==> config.mk <==
export PLATFORM = sky130hd
export DESIGN_NAME = fifo_write_arbiter
export DESIGN_NICKNAME = d
export VERILOG_FILES = /design/src/rtl/fifo_write_arbiter.sv
export SDC_FILE = /design/constraint.sdc
export NUM_CORES = 1
export LEC_CHECK = 0
export ABC_AREA = 0
export CORE_ASPECT_RATIO = 0.7
export CORE_UTILIZATION = 26
export DETAILED_ROUTE_END_ITERATION = 10
export GPL_ROUTABILITY_DRIVEN = 0
export HOLD_SLACK_MARGIN = 0.06
export PLACE_DENSITY_LB_ADDON = 0.15
export SETUP_SLACK_MARGIN = 0.02
export SLEW_MARGIN = 5
export SYNTH_ARGS = -nofsm -noshare
export SYNTH_HDL_FRONTEND = slang
export SYNTH_SLANG_ARGS = --single-unit
==> constraint.sdc <==
create_clock -name clock -period 2.1 [get_ports clock]
set_input_delay 0.42 -clock clock [delete_from_list [all_inputs] [get_ports clock]]
set_output_delay 0.42 -clock clock [all_outputs]
set_load 0.02 [all_outputs]
==> src/rtl/fifo_write_arbiter.sv <==
// Round-robin arbiter sharing one FIFO write port between NUM_REQ requesters.
// Each grant lasts up to BURST_LEN words; fifo_full stalls the owner in place.
module fifo_write_arbiter #(
  parameter int unsigned DATA_WIDTH = 32,
  parameter int unsigned NUM_REQ    = 4,
  parameter int unsigned REQ_BITS   = 2,
  parameter int unsigned BURST_LEN  = 4,
  parameter int unsigned BURST_BITS = 3
) (
  input  logic                          clock,
  input  logic                          reset,
  input  logic [NUM_REQ-1:0]            req_valid,
  input  logic [NUM_REQ*DATA_WIDTH-1:0] req_data,
  output logic [NUM_REQ-1:0]            req_ack,
  input  logic                          fifo_full,
  output logic                          fifo_write_enable,
  output logic [DATA_WIDTH-1:0]         fifo_data,
  output logic [REQ_BITS-1:0]           grant_id,
  output logic                          busy
);

  typedef enum logic [0:0] {StIdle, StGrant} state_e;

  state_e                state_q, state_d;
  logic [REQ_BITS-1:0]   grant_q, grant_d;
  logic [REQ_BITS-1:0]   last_q, last_d;
  logic [BURST_BITS-1:0] burst_q, burst_d;

  logic [REQ_BITS-1:0] winner;
  logic                found;
  logic                owner_valid;
  logic                wr;
  int unsigned         idx;

  // Search starts just after the last served requester, so it has lowest priority.
  always_comb begin
    winner = '0;
    found  = 1'b0;
    idx    = 0;
    for (int unsigned i = 1; i <= NUM_REQ; i++) begin
      idx = (32'(last_q) + i) % NUM_REQ;
      if (!found && req_valid[idx]) begin
        found  = 1'b1;
        winner = idx[REQ_BITS-1:0];
      end
    end
  end

  always_comb begin
    owner_valid       = req_valid[grant_q];
    wr                = (state_q == StGrant) && owner_valid && !fifo_full && !reset;
    fifo_write_enable = wr;
    req_ack           = wr ? (NUM_REQ'(1) << grant_q) : '0;
    fifo_data         = req_data[grant_q*DATA_WIDTH +: DATA_WIDTH];
    grant_id          = grant_q;
    busy              = (state_q == StGrant);
  end

  always_comb begin
    state_d = state_q;
    grant_d = grant_q;
    last_d  = last_q;
    burst_d = burst_q;
    unique case (state_q)
      StIdle: begin
        if (found) begin
          grant_d = winner;
          burst_d = '0;
          state_d = StGrant;
        end
      end
      StGrant: begin
        if (wr && (burst_q == BURST_BITS'(BURST_LEN - 1))) begin
          last_d  = grant_q;
          state_d = StIdle;
        end else if (wr) begin
          burst_d = burst_q + BURST_BITS'(1);
        end else if (!owner_valid) begin
          last_d  = grant_q;
          state_d = StIdle;
        end
        // Otherwise stalled on fifo_full: hold everything, no timeout.
      end
      default: state_d = StIdle;
    endcase
  end

  always_ff @(posedge clock) begin
    if (reset) begin
      state_q <= StIdle;
      grant_q <= '0;
      last_q  <= REQ_BITS'(NUM_REQ - 1);
      burst_q <= '0;
    end else begin
      state_q <= state_d;
      grant_q <= grant_d;
      last_q  <= last_d;
      burst_q <= burst_d;
    end
  end

endmodule

==> results of run 1 <==
layer usage:
metal / wire length (µm) / share of wire (%) / track usage [%]
met1: 2210 / 35 / 25.9
met2: 3340 / 53 / 41.8
met3: 554 / 8.8 / 4.79
met4: 158 / 2.5 / 6.15
met5: 0 / 0 / 0
sequential cells by signal, summed over array words and instances (netlist names):
register / count
busy: 1
burst_q: 3
grant_id: 2
last_q: 2
what timing repair did:
item | CTS | global route
cloned | 1 | 0
resized for setup | 80 | 31
endpoints found under the setup margin | 37 | 21
endpoints found under the hold margin | 0 | 0
pin swaps | 1 | 2
cell usage in the layout, fill, tap and decap left out, types with 2 or more instances in the layout:
| cell type | count |
|---|---|
| clkdlybuf4s50_1 | 133 |
| mux4_2 | 33 |
| buf_4 | 13 |
| clkdlybuf4s15_1 | 10 |
| buf_2 | 10 |
| nor2_1 | 8 |
| clkbuf_2 | 8 |
| dlygate4sd2_1 | 7 |
| nand2_1 | 6 |
| dfxtp_1 | 6 |
| inv_1 | 4 |
| a21oi_1 | 4 |
| buf_12 | 4 |
| mux2i_1 | 3 |
| a221oi_1 | 3 |
| clkbuf_8 | 3 |
| dlymetal6s2s_1 | 3 |
| nand2b_1 | 2 |
| o21ai_0 | 2 |
| nor2b_1 | 2 |
| or3_1 | 2 |
| ha_1 | 2 |
power by group through the flow:
stage | Combinational, W | Sequential (W) | Clock (W)
2_1_floorplan | 0.000480 | 0.000187 | 0
3_3_place_gp | 0.00103 | 0.000185 | 0
3_5_place_dp | 0.00104 | 0.000185 | 0
4_1_cts | 0.000982 | 0.000184 | 0.000192
5_1_grt | 0.00103 | 0.000187 | 0.000198
6_report | 0.000975 | 0.000184 | 0.000194
worst max path at each step:
stage / startpoint / end / depth (start not counted)
floorplan: grant_id[0]$_SDFFE_PP0P_ / fifo_data[0] / 3
global placement: reset / req_ack[1] / 5
detailed placement: reset / req_ack[1] / 5
CTS: reset / req_ack[1] / 5
global route: req_data[98] / fifo_data[2] / 3
finish: req_data[112] / fifo_data[16] / 3
per-stage QoR:
step	utilization [%]	hold WS (ns)	area, µm²	power [W]
floorplan	-	0.436	1360	0.000666
global placement	67.7	0.459	3290	0.00122
detailed placement	67.7	0.468	3290	0.00123
CTS	67.5	0.474	3280	0.00136
global route	67.5	0.494	3280	0.00142
finish	67.5	0.467	3280	0.00135
final cells by class:
type                            instances  area (µm²)  share of cell area, %
Tap cell                               69        86.3                   2.63
Sequential cell                         8         165                   5.03
Multi-Input combinational cell         86        1130                   34.5
Inverter                                4        15.0                  0.457
Timing Repair Buffer                  190        1840                   56.1
Clock buffer                            3        41.3                   1.26
kinds of logic after synthesis:
family / after synthesis / share of synthesized area, %
simple gates: 30 / 13.1
flops: 8 / 11.9
fa+ha+maj: 2 / 1.86
buf+inv: 15 / 5.31
compound gates: 16 / 8.29
mux: 38 / 59.5
==> flow_summary_export.csv, run 1 <==
group,metric,value,unit
status,status,"finished, final reports clean",
worst_setup_path,startpoint_type,"input port",
floorplan,fp.dieArea,5460,µm²
floorplan,io_pins,175,
clock_tree,clkSinkCount,8,
synthesis,avgSynthCellArea,12.3,µm²
synthesis,synth_cell_types,34,
power,pwr-share-clk,14.3,%
worst_setup_path,cpPeakStageDelay,0.48,ns
flow_run,max_cap_violations,0,
global_routing,grt_max_degree,24,
synthesis,yosysWarnings,0,
global_routing,grt_pass1_wl,9340,µm
synthesis,ys_seq_area_share,11.9,%
floorplan,std_cell_rows,21,
synthesis,yosysTopAreaCell,"mux4_2",
power,powerDensity,412,nW/µm²
route,vias_per_cell,5.06,
power,ir_drop,358,µV
floorplan,initial_core_util,27.6,%
timing,finalClockSkew,0.00607,ns
synthesis,netlist.area_leader.share,55.3,%
timing,fmax,482,MHz
worst_setup_path,crit_type,"in2out",
timing,hold_viol,0,
timing,tightestPinTransition,0.583,ns
placed_design,place_ws,-0.450,ns
clock_tree,cts_made_buffers,3,
placed_design,dp_hpwl,5370,µm
floorplan,die_h,62.2,µm
layout,n_fill_cell,379,
clock_tree,clock_latency,0.23,ns
timing,tns,0,ns
timing,setup-violations-final,0,
route,detail-route-antenna-nets,0,
worst_setup_path,crit_fanout,1,
power,p_seq_share,13.6,%
synthesis,synth_edf_count,0,
timing,slew_viol_final,0,
power,swShare,35.1,%
timing,period_share,98.8,%
synthesis,async_reset_ff_share,0,%
worst_setup_path,required,1.68,ns
worst_setup_path,ff2ff_path_depth,5,
power,pwr-share-comb,72.1,%
global_routing,grt_use_total,22.6,%
power,p_int,0.000879,W
layout,syn2layout_area_growth,144,%
worst_setup_path,reg2reg_to,"last_q[1]$_SDFFE_PP1P_",
clock_tree,cts_tree,"built",
global_routing,first_global_vias,1863,
power,switching_power,0.000475,W
synthesis,synthTopCellsByArea,"mux4_2, dfxtp_1, buf_2",
worst_setup_path,reg2reg_slack,0.41,ns
timing,setup_slack,0.0245,ns
route,dr_total_vias,1823,
route,dr.pass1.iters,4,
min_path,whs_endpoint,"burst_q[0]$_SDFFE_PP0P_",
route,wl_per_cell,17.4,µm
worst_setup_path,path_cells,"clkdlybuf4s50_1 > mux4_2 > dlygate4sd2_1",
clock_tree,cts_root_buf,"clkbuf_8",
layout,final_nets,430,
route,first_iter_violations,51,
synthesis,synth.top_cells.by_count,"mux4_2, dfxtp_1, nor2_1, nand2_1, buf_2",
worst_setup_path,slowest_stage,"mux4_2",
timing,slew_headroom,61.1,%
timing,fin_crit,2.08,ns
floorplan,die_w,87.9,µm
placed_design,dpl.cell_count,356,
clock_tree,ctsHoldBuffers,0,
worst_setup_path,crit_path_end_kind,"output port",
clock_tree,cts.clk_slew.worst_paths,0.04,ns
min_path,holdCritStartpoint,"burst_q[0]$_SDFFE_PP0P_",
min_path,hold_path_class,"reg2reg",
synthesis,netlist_instances,109,
worst_setup_path,timing.rr.start,"grant_id[1]$_SDFFE_PP0P_",
clock_tree,cts_buffer_depth,2,
clock_tree,cts_max_level,1,
timing,rsz0062_at_grt,"no",
floorplan,core_area,4860,µm²
route,drc_errors,0,
synthesis,synth_flop_cell,"dfxtp_1",
worst_setup_path,arrival,1.66,ns
worst_setup_path,cpLargestDelayFamily,"buffers and inverters",
layout,diodes,0,
synthesis,yosys_register_bits,8,
min_path,holdPathStages,1,
power,p_leak,1.27,nW
placed_design,numPortBuffers,174,
clock_tree,postCtsSetupBuffers,0,
layout,final_cells,360,
synthesis,synth_most_common_cell,"mux4_2",
global_routing,antenna_found_initial,0,
synthesis,netlist_area,1340,µm²
route,wirelength,6270,µm
layout,layout-drive-gt1-share,28.9,%
worst_setup_path,path_buf_inv,2,
global_routing,overflow,0,
synthesis,synthesis.nets,246,
No activity file was read; power rests on OpenSTA's default activity.
==> run 2, diff against run 1 <==
CORE_MARGIN = 3   (was default)
TNS_END_PERCENT = 100   (was default)
==> run 2 against run 1 <==
Global-route usage down 1.3 points. Worst hold slack worse by 0.0037 ns. First-iteration DRC count up 51%. Combinational power up 7%. Non-clock buffer count up 7. Sequential share of layout area down 0.14 points. Clock power down 2%. Utilization up 1.5 points. Flip-flop and latch count unchanged. Clock-buffer cell count unchanged. Critical path type is now reg2out. Critical endpoint is now fifo_data[13]. Largest power group unchanged.
==> flow_summary_export.csv, run 2 (synthesis gave the netlist of run 1 again) <==
group,metric,value,unit
clock_tree,cts_made_buffers,3,
worst_setup_path,arrival,1.66,ns
clock_tree,clock_latency,0.23,ns
route,wl_met2,3840,µm
power,p_leak,1.31,nW
floorplan,fp.dieArea,6080,µm²
timing,slew_viol_final,0,
worst_setup_path,ff2ff_path_depth,5,
min_path,holdPathStages,1,
clock_tree,cts_buffer_depth,2,
power,ir_drop,328,µV
worst_setup_path,reg2reg_to,"burst_q[1]$_SDFFE_PP0P_",
worst_setup_path,cpPeakStageDelay,0.52,ns
timing,finalClockSkew,0.00339,ns
timing,period_share,99.1,%
floorplan,die_h,66.2,µm
global_routing,overflow,0,
route,detail-route-antenna-nets,0,
floorplan,core_area,4890,µm²
layout,diodes,0,
worst_setup_path,slowest_stage,"mux4_2",
route,wirelength,7070,µm
status,status,"finished, final reports clean",
placed_design,dp_hpwl,5990,µm
layout,layout-drive-gt1-share,30.5,%
floorplan,io_pins,175,
placed_design,numPortBuffers,174,
floorplan,die_w,91.9,µm
worst_setup_path,path_buf_inv,4,
route,vias_per_cell,5.04,
route,m1WireLength,2510,µm
timing,rsz0062_at_grt,"yes",
clock_tree,clkSinkCount,8,
layout,mostFrequentLayoutCells,"clkdlybuf4s50_1, mux4_2, buf_4, clkdlybuf4s15_1",
floorplan,std_cell_rows,21,
route,wl_met3,633,µm
timing,setup-violations-final,0,
global_routing,grt_pass1_wl,9970,µm
worst_setup_path,crit_path_frequent_cell,"buf_12",
min_path,hold_path_class,"reg2reg",
route,topRoutingLayerUsed,"met4",
route,dr.pass1.iters,4,
min_path,holdCritStartpoint,"burst_q[0]$_SDFFE_PP0P_",
layout,final_common_cell,"clkdlybuf4s50_1",
clock_tree,cts.clk_slew.worst_paths,0.04,ns
worst_setup_path,crit_path_end_kind,"output port",
layout,syn2layout_area_growth,151,%
min_path,whs_endpoint,"burst_q[0]$_SDFFE_PP0P_",
layout,fin_util,69.0,%
clock_tree,cts_max_level,1,
clock_tree,cts_root_buf,"clkbuf_8",
route,wl_per_cell,19.3,µm
power,powerDensity,418,nW/µm²
timing,fmax,481,MHz
global_routing,grt_use_total,21.3,%
worst_setup_path,timing.rr.start,"grant_id[0]$_SDFFE_PP0P_",
flow_run,max_cap_violations,0,
floorplan,initial_core_util,27.5,%
clock_tree,cts_tree,"built",
clock_tree,ctsHoldBuffers,0,
timing,slew_headroom,61.7,%
route,first_iter_violations,77,
worst_setup_path,crit_fanout,6,
worst_setup_path,cpLargestDelayFamily,"multiplexers",
timing,tns,0,ns
route,drc_errors,0,
timing,fin_crit,2.08,ns
worst_setup_path,startpoint_type,"flop",
layout,largest_reg_flops,3,
route,dr_total_vias,1848,
worst_setup_path,path_cells,"buf_12 > buf_12 > buf_8 > mux4_2 > buf_6",
global_routing,first_global_vias,1836,
worst_setup_path,crit_type,"reg2out",
layout,largest_register,"burst_q",
timing,hold_viol,0,
worst_setup_path,required,1.68,ns
worst_setup_path,reg2reg_slack,0.35,ns
global_routing,antenna_found_initial,0,
global_routing,grt_max_degree,23,
layout,final_nets,437,
timing,tightestPinTransition,0.574,ns
run 2: worst max path at each step:
stage                    endpoint  cells after the start                startpoint  slack, ns
CTS                 fifo_data[13]                      5  grant_id[0]$_SDFFE_PP0P_      -0.03
global route        fifo_data[13]                      5  grant_id[0]$_SDFFE_PP0P_      -0.05
floorplan            fifo_data[0]                      3  grant_id[0]$_SDFFE_PP0P_     -0.004
detailed placement     req_ack[1]                      5                     reset      -0.40
finish              fifo_data[13]                      5  grant_id[0]$_SDFFE_PP0P_       0.02
global placement       req_ack[1]                      5                     reset      -0.42
run 2: layout make-up:
cell class | instances | area [µm²]
clock buffers | 3 | 41.3
fillers | 385 | 1510
repair buffers | 197 | 1930
flip-flops and latches | 8 | 165
inverters | 4 | 15.0
well taps | 69 | 86.3
multi-input cells | 86 | 1130
run 2: repair_timing:
item	CTS	global route
gates cloned	1	1
endpoints found under the hold margin	0	0
buffers inserted	3	4
resized for setup	96	40
pin swaps	1	1
endpoints found under the setup margin	37	15
run 2: through the flow:
step / setup WS, ns / total power (W) / hold WS [ns] / cell area [µm²] / cells
floorplan: -0.00368 / 0.000666 / 0.436 / 1360 / 109
detailed placement: -0.404 / 0.00122 / 0.469 / 3260 / 355
finish: 0.0195 / 0.00141 / 0.463 / 3370 / 367
CTS: -0.0279 / 0.00136 / 0.471 / 3280 / 362
global placement: -0.422 / 0.00121 / 0.456 / 3260 / 355
global route: -0.0477 / 0.00149 / 0.506 / 3370 / 367
run 2: worst register-to-register path, delay by kind of cell, from the launching register on:
family | cells | cell delay [ns]
multiplexers | 2 | 0.62
flip-flops | 1 | 0.40
AND/OR/NAND/NOR | 2 | 0.32
buffers and inverters | 1 | 0.30
run 2: per-layer routing:
metal	vias up	track usage, %
li1	843	-
met3	12	7.39
met1	880	23.4
met5	-	0
met4	0	4.44
met2	113	40.1
run 2: power breakdown:
| part | switching [W] | leakage, nW | internal [W] |
|---|---|---|---|
| combinational | 0.000408 | 1.22 | 0.000628 |
| clock | 0.0000657 | 0.0216 | 0.000125 |
| sequential | 0.0000180 | 0.0666 | 0.000166 |
==> run 3, diff against run 2 <==
CORE_ASPECT_RATIO = 0.6   (was 0.7)
==> run 3 against run 2 <==
Worst setup slack better by 0.036 ns. Worst hold slack better by 0.015 ns. Clock-buffer cell count stayed put. Cell count is 1.9% lower. Non-clock buffer count is 1 lower. Fmax is 1.8% higher. Global-route usage is 0.55 points lower. Sequential share of layout area is 0.16 points higher. Largest power group unchanged.
==> flow_summary_export.csv, run 3 (synthesis gave the netlist of run 1 again) <==
group,metric,value,unit
timing,tightestPinTransition,0.537,ns
worst_setup_path,reg2reg_slack,0.48,ns
layout,final_nets,436,
worst_setup_path,crit_type,"reg2out",
status,status,"finished, final reports clean",
power,powerDensity,415,nW/µm²
power,switching_power,0.000487,W
route,dr_total_vias,1823,
global_routing,first_global_vias,1797,
layout,largest_reg_flops,3,
placed_design,place_area,3300,µm²
layout,n_fill_cell,361,
timing,slew_headroom,64.2,%
timing,fin_crit,2.04,ns
clock_tree,cts_buffer_depth,2,
min_path,holdPathStages,1,
placed_design,numPortBuffers,174,
layout,fin_area,3270,µm²
clock_tree,cts_tree,"built",
clock_tree,clock_latency,0.24,ns
clock_tree,cts_max_level,1,
global_routing,overflow,0,
timing,finalClockSkew,0.00731,ns
layout,syn2layout_area_growth,143,%
worst_setup_path,crit_path_end_kind,"output port",
worst_setup_path,ff2ff_path_depth,5,
flow_run,max_cap_violations,0,
route,first_iter_violations,61,
clock_tree,cts_made_buffers,3,
worst_setup_path,timing.rr.start,"grant_id[0]$_SDFFE_PP0P_",
worst_setup_path,startpoint_type,"flop",
route,vias_per_cell,5.06,
timing,setup-violations-final,0,
layout,diodes,0,
global_routing,grt_max_degree,19,
timing,rsz0062_at_grt,"no",
power,power.total,0.00136,W
global_routing,grt_use_total,20.8,%
route,dr.pass1.iters,7,
placed_design,dp_hpwl,6190,µm
floorplan,initial_core_util,28.1,%
route,drc_errors,0,
clock_tree,clkSinkCount,8,
worst_setup_path,cp-endpoint,"fifo_data[1]",
power,p_seq_share,13.8,%
power,pwr-share-clk,14.2,%
timing,fmax,489,MHz
timing,hold_viol,0,
global_routing,antenna_found_initial,0,
floorplan,std_cell_rows,19,
floorplan,fp.dieArea,6100,µm²
worst_setup_path,crit_fanout,8,
worst_setup_path,required,1.68,ns
worst_setup_path,arrival,1.62,ns
clock_tree,ctsHoldBuffers,0,
layout,mostFrequentLayoutCells,"clkdlybuf4s50_1, mux4_2, clkbuf_2, buf_4, clkdlybuf4s15_1",
clock_tree,cts.clk_slew.worst_paths,0.04,ns
route,wl_per_cell,19.7,µm
floorplan,die_h,61.7,µm
timing,slew_viol_final,0,
power,swShare,35.9,%
layout,final_common_cell,"clkdlybuf4s50_1",
layout,largest_register,"burst_q",
global_routing,grt_pass1_wl,9650,µm
floorplan,die_w,98.8,µm
power,p_leak,1.29,nW
floorplan,core_area,4780,µm²
layout,layout-drive-gt1-share,31.0,%
timing,period_share,97.4,%
worst_setup_path,reg2reg_to,"burst_q[1]$_SDFFE_PP0P_",
worst_setup_path,startpoint,"grant_id[0]$_SDFFE_PP0P_",
route,wirelength,7110,µm
power,pwr-share-comb,72.1,%
floorplan,io_pins,175,
power,ir_drop,307,µV
clock_tree,cts_root_buf,"clkbuf_8",
power,p_int,0.000869,W
route,detail-route-antenna-nets,0,
min_path,hold_path_class,"reg2reg",
## run 3: changes by cell type in the layout (fill, tap and decap cells not counted), sizes merged
cell,delta
dlymetal6s2s,+2
buf,-11
clkdlybuf4s15,-4
bufbuf,-1
clkbuf,+13
## run 3: stage by stage
step / setup TNS, ns / util (%) / cells / worst slack (ns) / hold slack [ns]
final: 0 / 68.4 / 360 / 0.0554 / 0.479
after global routing: 0 / 68.4 / 360 / 0.0202 / 0.516
after CTS: 0 / 69.6 / 359 / 0.0203 / 0.477
after detailed placement: -7.12 / 69.1 / 354 / -0.409 / 0.469
after global placement: -6.88 / 69.1 / 354 / -0.399 / 0.460
after floorplan: -0.0735 / - / 109 / -0.00368 / 0.436
## run 3: timing repair
item,4_1_cts,5_1_grt
gates resized for setup,67,43
cloned,0,0
setup endpoints to repair,37,33
buffers inserted,2,1
pin swaps,1,2
## run 3: layout make-up
class	instances	area [µm²]	share of cell area [%]
well taps	63	78.8	2.41
flip-flops and latches	8	165	5.05
multi-input cells	86	1130	34.6
repair buffers	196	1840	56.3
clock buffers	3	41.3	1.26
inverters	4	15.0	0.459
## run 3: routing by layer
layer  track usage [%]  wire length (µm)
met5                 0                 0
met4              3.70                55
met3              5.88               645
met2              37.2              3800
met1              25.8              2600
## run 3: worst min path at each step
stage | startpoint | endpoint
4_1_cts | burst_q[0]$_SDFFE_PP0P_ | burst_q[0]$_SDFFE_PP0P_
2_1_floorplan | burst_q[0]$_SDFFE_PP0P_ | burst_q[0]$_SDFFE_PP0P_
5_1_grt | burst_q[0]$_SDFFE_PP0P_ | burst_q[0]$_SDFFE_PP0P_
3_3_place_gp | burst_q[0]$_SDFFE_PP0P_ | burst_q[0]$_SDFFE_PP0P_
3_5_place_dp | burst_q[0]$_SDFFE_PP0P_ | burst_q[0]$_SDFFE_PP0P_
6_report | burst_q[0]$_SDFFE_PP0P_ | burst_q[0]$_SDFFE_PP0P_
## run 3: power groups by stage
stage | sequential, W | clock, W | combinational (W)
2_1_floorplan | 0.000187 | 0 | 0.000480
3_3_place_gp | 0.000187 | 0 | 0.00105
3_5_place_dp | 0.000188 | 0 | 0.00106
4_1_cts | 0.000186 | 0.000195 | 0.000995
5_1_grt | 0.000189 | 0.000198 | 0.00104
6_report | 0.000187 | 0.000192 | 0.000977
## run 3: worst max-delay path, stage by stage (launching register included)
cell           delay [ns]
dfxtp_4              0.41
buf_12               0.15
mux4_2               0.48
dlygate4sd2_1        0.34
